$ cat config.mk
export PLATFORM = sky130hd
export DESIGN_NAME = key_press_onehot
export DESIGN_NICKNAME = d
export VERILOG_FILES = /design/src/rtl/key_press_onehot.sv
export SDC_FILE = /design/constraint.sdc
export NUM_CORES = 1
export LEC_CHECK = 0
export BUFFER_PORTS_ARGS = -buffer_cell sky130_fd_sc_hd__buf_2
export CAP_MARGIN = 25
export CORE_MARGIN = 2
export CORE_UTILIZATION = 40
export CTS_CLUSTER_SIZE = 8
export DETAILED_ROUTE_END_ITERATION = 8
export HOLD_SLACK_MARGIN = 0.12
export SYNTH_ARGS = -nofsm -noshare
export SYNTH_HDL_FRONTEND = slang
export SYNTH_SLANG_ARGS = --single-unit
$ cat constraint.sdc
create_clock -name clk -period 3.7 [get_ports clk]
set_input_delay 0.37 -clock clk [delete_from_list [all_inputs] [get_ports clk]]
set_output_delay 0.37 -clock clk [all_outputs]
set_load 0.03 [all_outputs]
$ cat src/rtl/key_press_onehot.sv
// rtl/key_press_onehot.sv - debounced key presses queued and served lowest-first as one-hot valid/ready requests
// Defining KPO_DROP_CNT_EN adds the saturating drop_cnt port counting cycles with lost presses.
module key_press_onehot #(
   parameter int DEB_CYCLES = 4,
   parameter int DEB_W      = 3
) (
   input  logic       clk,
   input  logic       rst_n,
   input  logic [7:0] key_in,
   input  logic       ready,
   output logic [7:0] onehot_out,
   output logic       valid
`ifdef KPO_DROP_CNT_EN
   ,
   output logic [7:0] drop_cnt
`endif
);

   localparam logic [DEB_W-1:0] DEB_LAST = DEB_W'(DEB_CYCLES - 1);

   typedef enum logic {
      ST_EMPTY = 1'b0,
      ST_FULL  = 1'b1
   } state_t;

   logic [7:0]       r_sync1;
   logic [7:0]       r_sync2;
   logic [7:0]       r_stable;
   logic [7:0]       r_stable_d;
   logic [DEB_W-1:0] r_cnt [8];
   logic [7:0]       r_pending;
   logic [7:0]       r_onehot;
   logic             r_valid;
   state_t           r_state;

   logic [7:0]       w_press;
   logic [7:0]       w_lowest;
   logic             w_load;
   logic [7:0]       w_load_mask;

   always_ff @(posedge clk or negedge rst_n) begin
      if (!rst_n) begin
         r_sync1 <= '0;
         r_sync2 <= '0;
      end else begin
         r_sync1 <= key_in;
         r_sync2 <= r_sync1;
      end
   end

   // Stable level only follows sync2 after DEB_CYCLES consecutive disagreeing cycles.
   always_ff @(posedge clk or negedge rst_n) begin
      if (!rst_n) begin
         r_stable   <= '0;
         r_stable_d <= '0;
         for (int i = 0; i < 8; i++) begin
            r_cnt[i] <= '0;
         end
      end else begin
         r_stable_d <= r_stable;
         for (int i = 0; i < 8; i++) begin
            if (r_sync2[i] == r_stable[i]) begin
               r_cnt[i] <= '0;
            end else if (r_cnt[i] == DEB_LAST) begin
               r_stable[i] <= r_sync2[i];
               r_cnt[i]    <= '0;
            end else begin
               r_cnt[i] <= r_cnt[i] + 1'b1;
            end
         end
      end
   end

   assign w_press     = r_stable & ~r_stable_d;
   assign w_lowest    = r_pending & (~r_pending + 8'd1);
   assign w_load      = (r_state == ST_EMPTY) || ready;
   assign w_load_mask = w_load ? w_lowest : 8'h00;

   // A press on the bit being loaded this cycle re-arms it, so set wins over clear.
   always_ff @(posedge clk or negedge rst_n) begin
      if (!rst_n) begin
         r_pending <= '0;
      end else begin
         r_pending <= (r_pending & ~w_load_mask) | w_press;
      end
   end

   always_ff @(posedge clk or negedge rst_n) begin
      if (!rst_n) begin
         r_state  <= ST_EMPTY;
         r_onehot <= '0;
         r_valid  <= 1'b0;
      end else begin
         case (r_state)
            ST_EMPTY: begin
               if (r_pending != 8'h00) begin
                  r_onehot <= w_lowest;
                  r_valid  <= 1'b1;
                  r_state  <= ST_FULL;
               end
            end
            ST_FULL: begin
               if (ready) begin
                  if (r_pending != 8'h00) begin
                     r_onehot <= w_lowest;
                  end else begin
                     r_onehot <= '0;
                     r_valid  <= 1'b0;
                     r_state  <= ST_EMPTY;
                  end
               end
            end
            default: begin
               r_onehot <= '0;
               r_valid  <= 1'b0;
               r_state  <= ST_EMPTY;
            end
         endcase
      end
   end

   assign onehot_out = r_onehot;
   assign valid      = r_valid;

`ifdef KPO_DROP_CNT_EN
   logic [7:0] r_drop_cnt;
   logic [7:0] w_lost;

   assign w_lost = w_press & r_pending & ~w_load_mask;

   always_ff @(posedge clk or negedge rst_n) begin
      if (!rst_n) begin
         r_drop_cnt <= '0;
      end else if ((w_lost != 8'h00) && (r_drop_cnt != 8'hFF)) begin
         r_drop_cnt <= r_drop_cnt + 8'd1;
      end
   end

   assign drop_cnt = r_drop_cnt;
`endif

endmodule
-- Word-level counts from Yosys, hierarchy flattened
Index checks and enable logic that the tools add are counted.
- register bits after elaboration: 74
- output and inout bits: 9
- word-level logic and storage cells: 107
- add/sub/neg operators: 9
- equality and inequality tests: 19
- muxes and demuxes: 28
- bitwise operators: 16
- reductions and logical operators: 12
- operator list (kind ; count):
    3-bit 2-to-1 mux ; 16
    8-bit 2-to-1 mux ; 4
    3-bit by 1-bit adder with 3-bit output, second input constant ; 8
    8-bit AND ; 3
    3-bit by 2-bit == test with 1-bit output, second input constant ; 8
    8-bit inverter ; 3
    2-bit AND reduction ; 9
    8-bit one-hot mux with 2 select lines ; 1
    1-bit inverter ; 9
    8-bit by 1-bit adder with 8-bit output, second input constant ; 1
    1-bit == test ; 8
    8-bit bitwise OR ; 1
    8-bit nonzero test ; 1
    1-bit 2-to-1 mux ; 5
    2-bit != test, second input constant ; 2
    1-bit one-hot mux with 2 select lines ; 2
    3-bit AND reduction ; 1
    2-bit by 1-bit != test with 1-bit output, second input constant ; 1
    1-bit logical OR ; 1

-- Depth between registers and ports, before layout
Gate-level depths: netlist of the first run.
- depth after elaboration: 7
- gate-level depth with buffers: 4
- mapped depth without buffers: 4

-- Worst setup path after synthesis of the first run
OpenSTA, ideal clock, no wires.
- kind: register to register
- start: register r_pending[3]
- end: register r_onehot[0], in the netlist onehot_out[0]
- data arrival time: 1.628 ns
- slack: 2.005 ns
- cell stages (with the launch flop): 5
- path through: dfrtp_1 -> or4_1 -> buf_6 -> o41ai_4 -> a22o_1
- longest elaborated chain between the ends: 4
- elaborated cells on any way between the ends: 6
- those cells by class: eq/ne: 1; mux: 3; reduce/logical: 2
- ends and longest elaborated chain (element ; RTL line ; RTL):
    from (decl) ; 31 ; logic [7:0] r_pending;
    from (signal assigned) ; 84 ; r_pending <= (r_pending & ~w_load_mask) | w_press;
    8-bit nonzero test (*) ; 96, 104 ;
    8-bit 2-to-1 mux ; 104 ; if (r_pending != 8'h00) begin
    8-bit 2-to-1 mux ; 103 ; if (ready) begin
    8-bit one-hot mux with 2 select lines ; 94 ; case (r_state)
    to (signal assigned) ; 97 ; r_onehot <= w_lowest;
    to (signal assigned) ; 105 ; r_onehot <= w_lowest;
    to (decl) ; 32 ; logic [7:0] r_onehot;
Every way passes the cells marked *; elsewhere a longest branch is shown, timed or not. The select of a mux whose other input is x is not followed.
A chain may end at the register's enable or synchronous reset.

-- Worst setup path after layout of the first run
- start: register r_pending[3]
- end: register r_onehot[1], in the netlist onehot_out[1]
Same word-level chain as after synthesis.

==> metrics.md, run 1 <==
| Metric | Value |
|---|---|
| Post-synth net total | 210 |
| H-tree depth | 3 |
| Synth area leader | dfrtp_1 |
| Diode count | 0 |
| Worst-skew pair later-pin latency | ~0.35 ns |
| CTS tree | yes |
| Sequential element share of the synthesized area | between 70% and 80% |
| FF-to-FF Start | r_pending[3] |
| Dpl hpwl | 2593 um |
| Post-synth cell types | 26 |
| Synth Cell Area | 2630 um2 |
| R2r setup slk | 1.74 ns |
| First-pass GRT wire length | 7086 um |
| Largest net degree at the start of global routing | between 70 and 80 |
| Port bufs | 19 |
| Core region area | 6350 um2 |
| Number of max-cap violations | 0 |
| Worst reg2reg path depth | 3 |
| Setup bufs post-CTS | 0 |
| Post-synth EDFFs | 0 |
| Ys async rst share | 100.0% |
| Sequential share of power | around half |
| Routed vias | ~1500 |
| CP endpoint kind | flop |
| Power Total | roughly 2.4 mW |
| Pwr/cell area | 749.6 nW/um2 |
| Clock Tree Buf Depth | 2 |
| Cells after synthesis | 191 |
| Critical path fanouts, max | 9 |
| Site Rows | 29 |
| Total wire length | 4078 um |
| Pre-antenna DRT Iters | 4 |
| CP Launch Type | flop |
| Status | completed |
| Num CTS Buffers | 9 |
| Hold_sp | key_in[6] |
| Hold endpoint | r_sync1[6] |
| Placed cell count | approximately 290 |
| Nets | roughly 250 |
| Final hold vios | 0 |
| Vias per cell | between 4 and 5 |
| Avg Cell Area, Syn | 13.77 um2 |
| Antenna viol nets, final | 0 |
| DR WL/cell | roughly 13 um |
| Die X | 85.09 um |
| Relative slew slack | roughly 40% |
| DIE AREA | approximately 7200 um2 |
| Synth Flop Type | dfrtp_1 |
| Initial Util | roughly two fifths |
| Clock sink total | 74 |
| R2r endpoint | onehot_out[1] |
| Sw Pwr | ~0.65 mW |
| Period utilisation layout | between 50 and 60% |
| # IOs | 20 |
| Post-synth top area share | between 70% and 80% |
| Internal power | roughly 1.7 mW |
| GPL Wtd Cong | approximately 0.74 |
| Global route total overflow | 0 |
| Fill cells | between 500 and 600 |
| Critical Path RT | a little under 4 ns |
| Maximum vdd drop | 0.3451 mV |
| Total GRT Usage | 13.08% |
| Largest cells by area after synthesis | dfrtp_1 (70%), nor3b_1 (4.0%), ha_1 (3.8%) |
| RSZ-0062 raised after global routing | no |
| Vias in the first global route | 1557 |
| Post-layout min period | around 2.0 ns |
| Synthesized flop and latch total | 74 |
| Final setup viols | 0 |
| Clock Power Share | 34.6% |
| Worst hold path cell count | 1 |
| Switching share of power | between 20% and 30% |
| Slew Viols, Final | 0 |
| Clock-pin transition on the worst setup and hold timing paths | roughly 0.08 ns |
| Worst min-delay path category | in2reg |
| Post-synth top cells | dfrtp_1 (74), nor3b_1 (14), o21ai_0 (14) |
| Die Y | ~85 um |
| Worst EP arrival | about 2.2 ns |
| Leakage | between 1 and 1.5 nW |
| Setup TNS | 0 ns |
| 1st-iter DRT viols | 60 |
| Most frequent cell after synthesis | dfrtp_1 |
| Fin Hold WS | 0.1376 ns |
| Initial antenna violation count | 0 |
| Yosys warning count | 0 |
| Worst Max-Slew Pin Slew | 0.8935 ns |
| CTS root buf | clkbuf_8 |
| Layout cell share with drive strength beyond 1 | about 16% |
| Max Clk Rate | between 500 and 600 MHz |
| Skew final | 0.009805 ns |
| Non-filler instance count after layout | 308 |
| Crit Path Category | reg2reg |
| Combinational group share of total power | 17.1% |
| Residual DRC count | 0 |
| Syn-to-layout area delta | 19.55% |
==> worst max-delay path, cell delays in order, from the launching register on <==
cell and delay (ns):
dfrtp_1 0.41, or4_1 0.72, o41ai_4 0.54, a22o_1 0.22
==> sequential cells by signal, summed over array words and instances (netlist names) <==
signal,flops
r_stable,8
r_sync2,8
valid,1
r_pending,8
onehot_out,8
r_cnt,24
r_state,1
r_sync1,8
r_stable_d,8
==> repair_timing <==
| item | in CTS | in global routing |
|---|---|---|
| hold buffers | 7 | 0 |
| resized for setup | 0 | 0 |
| hold endpoints to repair | 7 | 0 |
==> final cells by class <==
cell class                      instances  area [um2]  share of cell area [%]
Inverter                               12       45.04                   1.433
Clock buffer                            9       123.9                   3.940
Sequential cell                        74        1852                   58.89
Tap cell                               77       96.34                   3.064
Multi-Input combinational cell        103       718.2                   22.84
Clock inverter                          7       141.4                   4.497
Timing Repair Buffer                   26       167.7                   5.332
==> per-layer routing <==
layer | track usage (%) | wire length [um] | vias up
met5 | 0 | 0 | -
met4 | 9.957 | 140 | 0
met3 | 3.502 | 150 | 10
met2 | 18.82 | 1868 | 22
met1 | 16.84 | 1918 | 754
li1 | - | - | 733
==> how the worst max path moves through the flow <==
stage	startpoint	to	slack, ns
3_5_place_dp	r_pending[3]	onehot_out[5]	1.75
6_report	r_pending[3]	onehot_out[1]	1.74
3_3_place_gp	r_pending[3]	onehot_out[6]	1.80
5_1_grt	r_pending[1]	onehot_out[1]	1.63
2_1_floorplan	r_pending[3]	onehot_out[0]	2.00
4_1_cts	r_pending[3]	onehot_out[1]	1.73
==> cells in the final DEF (no fill, tap or decap), types with 9 or more instances in the layout <==
master and instances:
clkbuf_8 9, nor2b_1 11, nor3b_1 14, nand2_1 11
dfrtp_1 74, o21ai_0 14, inv_1 12, nor3_1 10
buf_2 18
==> power groups by stage <==
stage / Sequential (mW) / Clock, mW / Combinational (mW)
6_report: 1.14 / 0.815 / 0.403
5_1_grt: 1.17 / 0.870 / 0.469
4_1_cts: 1.14 / 0.838 / 0.412
3_5_place_dp: 1.16 / 0 / 0.403
3_3_place_gp: 1.15 / 0 / 0.387
2_1_floorplan: 1.17 / 0 / 0.262
==> kinds of logic (layout without fill, tap and decap cells) <==
| kind of cell | Yosys count | count (layout) | synth area share (%) |
|---|---|---|---|
| simple gates | 55 | 55 | 12.13 |
| flops | 74 | 74 | 70.41 |
| xor+xnor | 8 | 8 | 2.664 |
| fa+ha+maj | 8 | 8 | 3.806 |
| compound gates | 32 | 32 | 8.706 |
| buf+inv | 14 | 54 | 2.283 |
==> stage by stage <==
| stage | cell area, um2 | utilization, % | setup WS (ns) |
|---|---|---|---|
| floorplan | 2630 | - | 2.005 |
| global placement | 2809 | 44.24 | 1.798 |
| detailed placement | 2809 | 44.24 | 1.754 |
| CTS | 3144 | 49.52 | 1.726 |
| global route | 3144 | 49.52 | 1.628 |
| finish | 3144 | 49.52 | 1.743 |
Note: power is estimated with default switching activity, not from simulation.
==> run 2: changes to the inputs <==
==> constraint.sdc (replaced) <==
create_clock -name clk -period 1.7 [get_ports clk]
set_input_delay 0.17 -clock clk [delete_from_list [all_inputs] [get_ports clk]]
set_output_delay 0.17 -clock clk [all_outputs]
set_load 0.03 [all_outputs]
==> run 2 against run 1 <==
Effect of this change: non-clock buffer count is 13 higher; maximum frequency is 19% higher; combinational power up 150%; critical endpoint is now onehot_out[3]; highest routed layer unchanged; critical path type unchanged; clock power up 77%; sequential cell count stayed put; largest cell class unchanged.
==> metrics.md, run 2 (synthesized netlist as in run 1, its figures left out) <==
| Metric | Value |
|---|---|
| Worst hold path cell count | 3 (was 1) |
| Syn-to-layout area delta | 22.84% (was 19.55%) |
| Commonest non-fill, non-tap cell in the layout | dfrtp_1 (unchanged) |
| Slew Viols, Final | 0 (unchanged) |
| Max Clk Rate | 606.7 MHz (was 510.9 MHz) |
| Largest net degree at the start of global routing | 32 (was 75) |
| Worst-skew pair later-pin latency | 0.34 ns (was 0.35 ns) |
| Nets | 258 (was 245) |
| Clock sink total | 74 (unchanged) |
| CTS root buf | clkbuf_8 (unchanged) |
| Number of max-cap violations | 0 (unchanged) |
| Crit Path Category | reg2reg (unchanged) |
| Leakage | 1.532 nW (was 1.478 nW) |
| Maximum vdd drop | 0.6718 mV (was 0.3451 mV) |
| Setup bufs post-CTS | 0 (unchanged) |
| Core region area | 6350 um2 (unchanged) |
| Placed cell area | 2904 um2 (was 2809 um2) |
| DIE AREA | 7239 um2 (unchanged) |
| Setup TNS | 0 ns (unchanged) |
| Met3 GRT Util | 5.350% (was 3.502%) |
| Commonest non-fill, non-tap cells in the layout | dfrtp_1 (74), buf_2 (18), o21ai_0 (14), nor3b_1 (14), clkbuf_8 (13) (was dfrtp_1 (74), buf_2 (18), o21ai_0 (14), nor3b_1 (14), inv_1 (12)) |
| Final hold vios | 0 (unchanged) |
| Relative slew slack | 66.57% (was 40.43%) |
| Worst Max-Slew Pin Slew | 0.4968 ns (was 0.8935 ns) |
| Diode count | 0 (unchanged) |
| 1st-iter DRT viols | 31 (was 60) |
| Layout cell share with drive strength beyond 1 | 20.08% (was 15.58%) |
| Fill cells | 564 (was 555) |
| Initial antenna violation count | 0 (unchanged) |
| Final setup viols | 0 (unchanged) |
| # IOs | 20 (unchanged) |
| Worst EP arrival | 1.93 ns (was 2.24 ns) |
| Vias in the first global route | 1556 (was 1557) |
| Die Y | 85.09 um (unchanged) |
| Total wire length | 4002 um (was 4078 um) |
| CTS tree | yes (unchanged) |
| DR WL/cell | 12.47 um (was 13.24 um) |
| GPL Wtd Cong | 0.7321 (was 0.7441) |
| Worst reg2reg path depth | 4 (was 3) |
| Critical path fanouts, max | 5 (was 9) |
| First-pass GRT wire length | 7113 um (was 7086 um) |
| Residual DRC count | 0 (unchanged) |
| CP Launch Type | flop (unchanged) |
| Max reg flops | 24 (unchanged) |
| Routed vias | 1528 (was 1519) |
| H-tree depth | 3 (unchanged) |
| Switching share of power | 28.20% (was 27.71%) |
| Internal power | 3.508 mW (was 1.704 mW) |
| M1 GR Usage | 16.97% (was 16.84%) |
| Final worst slack | 0.05165 ns (was 1.743 ns) |
| RSZ-0062 raised after global routing | yes (was no) |
| Clock Power Share | 29.5% (was 34.6%) |
| Worst min-delay path category | in2reg (unchanged) |
| Site Rows | 29 (unchanged) |
| Met2 usage | 18.61% (was 18.82%) |
| Worst slack, placed | -0.09495 ns (was 1.754 ns) |
| Initial Util | 41.42% (unchanged) |
| Port bufs | 19 (unchanged) |
| Cell area after layout | 3231 um2 (was 3144 um2) |
| Dpl hpwl | 2729 um (was 2593 um) |
| Total GRT Usage | 13.14% (was 13.08%) |
| CP endpoint kind | flop (unchanged) |
| Sequential share of power | 50.2% (was 48.3%) |
| Placed cell count | 296 (was 285) |
| Largest reg by FF count | r_cnt (unchanged) |
| Pre-antenna DRT Iters | 4 (unchanged) |
| Vias per cell | 4.760 (was 4.932) |
| Skew final | 0.009134 ns (was 0.009805 ns) |
| Period utilisation layout | 96.96% (was 52.90%) |
| Antenna viol nets, final | 0 (unchanged) |
| Post-layout min period | 1.648 ns (was 1.957 ns) |
| Critical Path RT | 1.98 ns (was 3.98 ns) |
| Num CTS Buffers | 9 (unchanged) |
| Sw Pwr | 1.378 mW (was 0.6531 mW) |
| Pwr/cell area | 1513 nW/um2 (was 749.6 nW/um2) |
| Clock-pin transition on the worst setup and hold timing paths | 0.07 ns (was 0.08 ns) |
| Die X | 85.09 um (unchanged) |
| Clock Tree Buf Depth | 2 (unchanged) |
| Non-filler instance count after layout | 321 (was 308) |
| GRT busiest layer | met2 (unchanged) |
| Global route total overflow | 0 (unchanged) |
| Combinational group share of total power | 20.4% (was 17.1%) |
| Status | completed (unchanged) |
## run 2: power groups by stage
stage	logic, mW	clock network [mW]	registers [mW]
2_1_floorplan	0.570	0	2.54
3_3_place_gp	0.967	0	2.47
3_5_place_dp	0.996	0	2.48
4_1_cts	1.02	1.49	2.45
5_1_grt	1.15	1.57	2.50
6_report	0.995	1.44	2.45
## run 2: worst paths after layout
check                                      to         start  slack [ns]
worst max-delay path            onehot_out[3]  r_pending[3]        0.05
worst min-delay path            onehot_out[7]         ready        0.21
worst max register to register  onehot_out[3]  r_pending[3]        0.05
worst min register to register     r_sync2[5]    r_sync1[5]        0.34
max in group asynchronous          r_sync1[5]         rst_n        0.87
min in group asynchronous            r_cnt[3]         rst_n        0.29
## run 2: worst max-delay path: stages, from the launching register on
cell and delay [ns]:
dfrtp_1 0.38, or4_4 0.58, o41ai_4 0.31, buf_4 0.19, a22o_1 0.13
## run 2: area by class of cell
class,instances,area [um2],area share [%]
multi-input combinational,103,738.2,22.85
inverter,12,45.04,1.394
tap,77,96.34,2.982
sequential,74,1852,57.32
clock buffer,15,186.4,5.771
timing repair buffer,39,282.8,8.753
clock inverter,1,30.03,0.9295
## run 2: through the flow
stage               utilization, %  hold WS [ns]  power (mW)
floorplan                        -       -0.1256       3.106
global placement             45.73        0.1213       3.435
detailed placement           45.73        0.1263       3.480
CTS                          50.64        0.1854       4.966
global route                 50.88        0.2011       5.232
finish                       50.88        0.2139       4.887
## run 2: repair_timing
item                                    CTS  global route
hold buffers                              9             0
gates cloned                              0             0
endpoints found under the setup margin   10             8
endpoints found under the hold margin    67             0
resized for setup                         2             3
pin swaps                                 0             1
## run 2: per-layer routing
layer / share of wire, % / wire (um)
met3: 4.0 / 162
met1: 48 / 1908
met5: 0 / 0
met4: 2.0 / 79
met2: 46 / 1851
==> run 3: changes to the inputs <==
--- a/config.mk
+++ b/config.mk
@@ -8,7 +8,7 @@
 export BUFFER_PORTS_ARGS = -buffer_cell sky130_fd_sc_hd__buf_2
 export CAP_MARGIN = 25
 export CORE_MARGIN = 2
-export CORE_UTILIZATION = 40
+export CORE_UTILIZATION = 41
 export CTS_CLUSTER_SIZE = 8
 export DETAILED_ROUTE_END_ITERATION = 8
 export HOLD_SLACK_MARGIN = 0.12
==> run 3 against run 2 <==
Effect of this change: clock power shrank 4%; highest routed layer unchanged; register-to-register slack lost 0.02 ns; clock skew shrank 0.0025 ns.
==> metrics.md, run 3 (synthesized netlist as in run 1, its figures left out) <==
| Metric | Value |
|---|---|
| CTS root buf | clkbuf_8 (unchanged) |
| Global route total overflow | 0 (unchanged) |
| Residual DRC count | 0 (unchanged) |
| Clock Tree Buf Depth | 2 (unchanged) |
| Die X | 84.09 um (was 85.09 um) |
| Maximum vdd drop | 0.6952 mV (was 0.6718 mV) |
| Fin Hold WS | 0.2057 ns (was 0.2139 ns) |
| Critical Path RT | 1.98 ns (about the same) |
| CP Launch Type | flop (unchanged) |
| Relative slew slack | 50.43% (was 66.57%) |
| Pre-antenna DRT Iters | 4 (unchanged) |
| 1st-iter DRT viols | 102 (was 31) |
| Crit Path Category | reg2reg (unchanged) |
| Critical path fanouts, max | 6 (was 5) |
| Antenna viol nets, final | 0 (unchanged) |
| H-tree depth | 3 (unchanged) |
| # IOs | 20 (unchanged) |
| CTS tree | yes (unchanged) |
| CP endpoint kind | flop (unchanged) |
| Skew final | 0.006682 ns (was 0.009134 ns) |
| Setup bufs post-CTS | 0 (unchanged) |
| Final worst slack | 0.03274 ns (was 0.05165 ns) |
| First-pass GRT wire length | 7107 um (was 7113 um) |
| Total GRT Usage | 13.14% (about the same) |
| Die Y | 84.09 um (was 85.09 um) |
| Commonest non-fill, non-tap cells in the layout | dfrtp_1 (74), buf_2 (18), o21ai_0 (14), nor3b_1 (14) (was dfrtp_1 (74), buf_2 (18), o21ai_0 (14), nor3b_1 (14), clkbuf_8 (13)) |
| DR WL/cell | 12.42 um (was 12.47 um) |
| Vias in the first global route | 1571 (was 1556) |
| Worst Max-Slew Pin Slew | 0.7420 ns (was 0.4968 ns) |
| Max reg flops | 24 (unchanged) |
| Clock-pin transition on the worst setup and hold timing paths | 0.07 ns (about the same) |
| Initial antenna violation count | 0 (unchanged) |
| Final core utilization | 50.89% (was 50.88%) |
| Non-filler instance count after layout | 319 (was 321) |
| Setup TNS | 0 ns (unchanged) |
| RSZ-0062 raised after global routing | yes (unchanged) |
| Worst-skew pair later-pin latency | 0.34 ns (about the same) |
| Worst min-delay path category | in2reg (unchanged) |
| Syn-to-layout area delta | 21.46% (was 22.84%) |
| Num CTS Buffers | 9 (unchanged) |
| Initial Util | 41.90% (was 41.42%) |
| Placed cell area | 2897 um2 (was 2904 um2) |
| Worst slack, placed | -0.06846 ns (was -0.09495 ns) |
| Status | completed (unchanged) |
| Max Clk Rate | 599.8 MHz (was 606.7 MHz) |
| Vias per cell | 4.806 (was 4.760) |
| Largest reg by FF count | r_cnt (unchanged) |
| Routed vias | 1533 (was 1528) |
| Layout cell share with drive strength beyond 1 | 18.60% (was 20.08%) |
| Total wire length | 3962 um (was 4002 um) |
| Nets | 257 (was 258) |
| Pwr/cell area | 1508 nW/um2 (was 1513 nW/um2) |
| Largest net degree at the start of global routing | 41 (was 32) |
| Site Rows | 29 (unchanged) |
| Final setup viols | 0 (unchanged) |
| Period utilisation layout | 98.07% (was 96.96%) |
| Leakage | 1.515 nW (was 1.532 nW) |
| Dpl hpwl | 2708 um (was 2729 um) |
| Placed cell count | 295 (was 296) |
| DIE AREA | 7071 um2 (was 7239 um2) |
| Power Total | 4.818 mW (was 4.887 mW) |
| GPL Wtd Cong | 0.6997 (was 0.7321) |
| Core region area | 6277 um2 (was 6350 um2) |
| Number of max-cap violations | 0 (unchanged) |
| Clock sink total | 74 (unchanged) |
| Diode count | 0 (unchanged) |
| Post-layout min period | 1.667 ns (was 1.648 ns) |
| Port bufs | 19 (unchanged) |
| Cell area after layout | 3194 um2 (was 3231 um2) |
| Commonest non-fill, non-tap cell in the layout | dfrtp_1 (unchanged) |
| Slew Viols, Final | 0 (unchanged) |
| Final hold vios | 0 (unchanged) |
| Worst EP arrival | 1.95 ns (was 1.93 ns) |
run 3: cell count changes in the layout (fill, tap and decap cells not counted):
cell,before,now
a2111oi_0,0,1
a2111oi_2,1,0
buf_4,11,10
clkbuf_1,2,1
clkbuf_8,13,12
clkinv_2,0,1
nor2b_1,10,11
nor2b_2,1,0
o41ai_1,0,1
o41ai_2,1,0
run 3: layer usage:
metal	global-route usage (%)	vias to the layer above	routed length, um
met5	0	-	0
met4	8.798	0	126
met3	3.066	8	130
met2	19.34	23	1788
met1	17.32	740	1915
li1	-	762	-
run 3: layout make-up:
class                   count  area, um2
multi-input cells         103      721.9
clock inverters             2      35.03
fillers                   553       3083
flip-flops and latches     74       1852
clock buffers              13      168.9
inverters                  12      45.04
well taps                  77      96.34
repair buffers             38      275.3
run 3: timing repair:
action	CTS	global route
hold buffers	9	0
endpoints found under the hold margin	42	0
cloned	0	0
endpoints found under the setup margin	10	6
pin swaps	0	4
resized for setup	1	0
run 3: path summary, 6_finish.rpt:
| check | slack [ns] | start | cells past startpoint | to |
|---|---|---|---|---|
| hold reg to reg | 0.35 | r_sync1[1] | 0 | r_sync2[1] |
| min in group asynchronous | 0.32 | rst_n | 2 | r_sync2[4] |
| setup reg to reg | 0.03 | r_pending[3] | 4 | onehot_out[1] |
| max in group asynchronous | 0.83 | rst_n | 3 | r_stable_d[0] |
| setup / recovery | 0.03 | r_pending[3] | 4 | onehot_out[1] |
| hold / removal | 0.21 | ready | 3 | onehot_out[7] |
run 3: worst max-delay path, stage by stage (launching register included):
cell     delay [ns]
dfrtp_1        0.38
or4_4          0.58
o41ai_4        0.33
buf_4          0.20
a22o_1         0.12
run 3: power by group:
group / switching [mW] / internal [mW]
Sequential: 0.247 / 2.20
Combinational: 0.528 / 0.460
Clock: 0.591 / 0.789
Total: 1.37 / 3.45
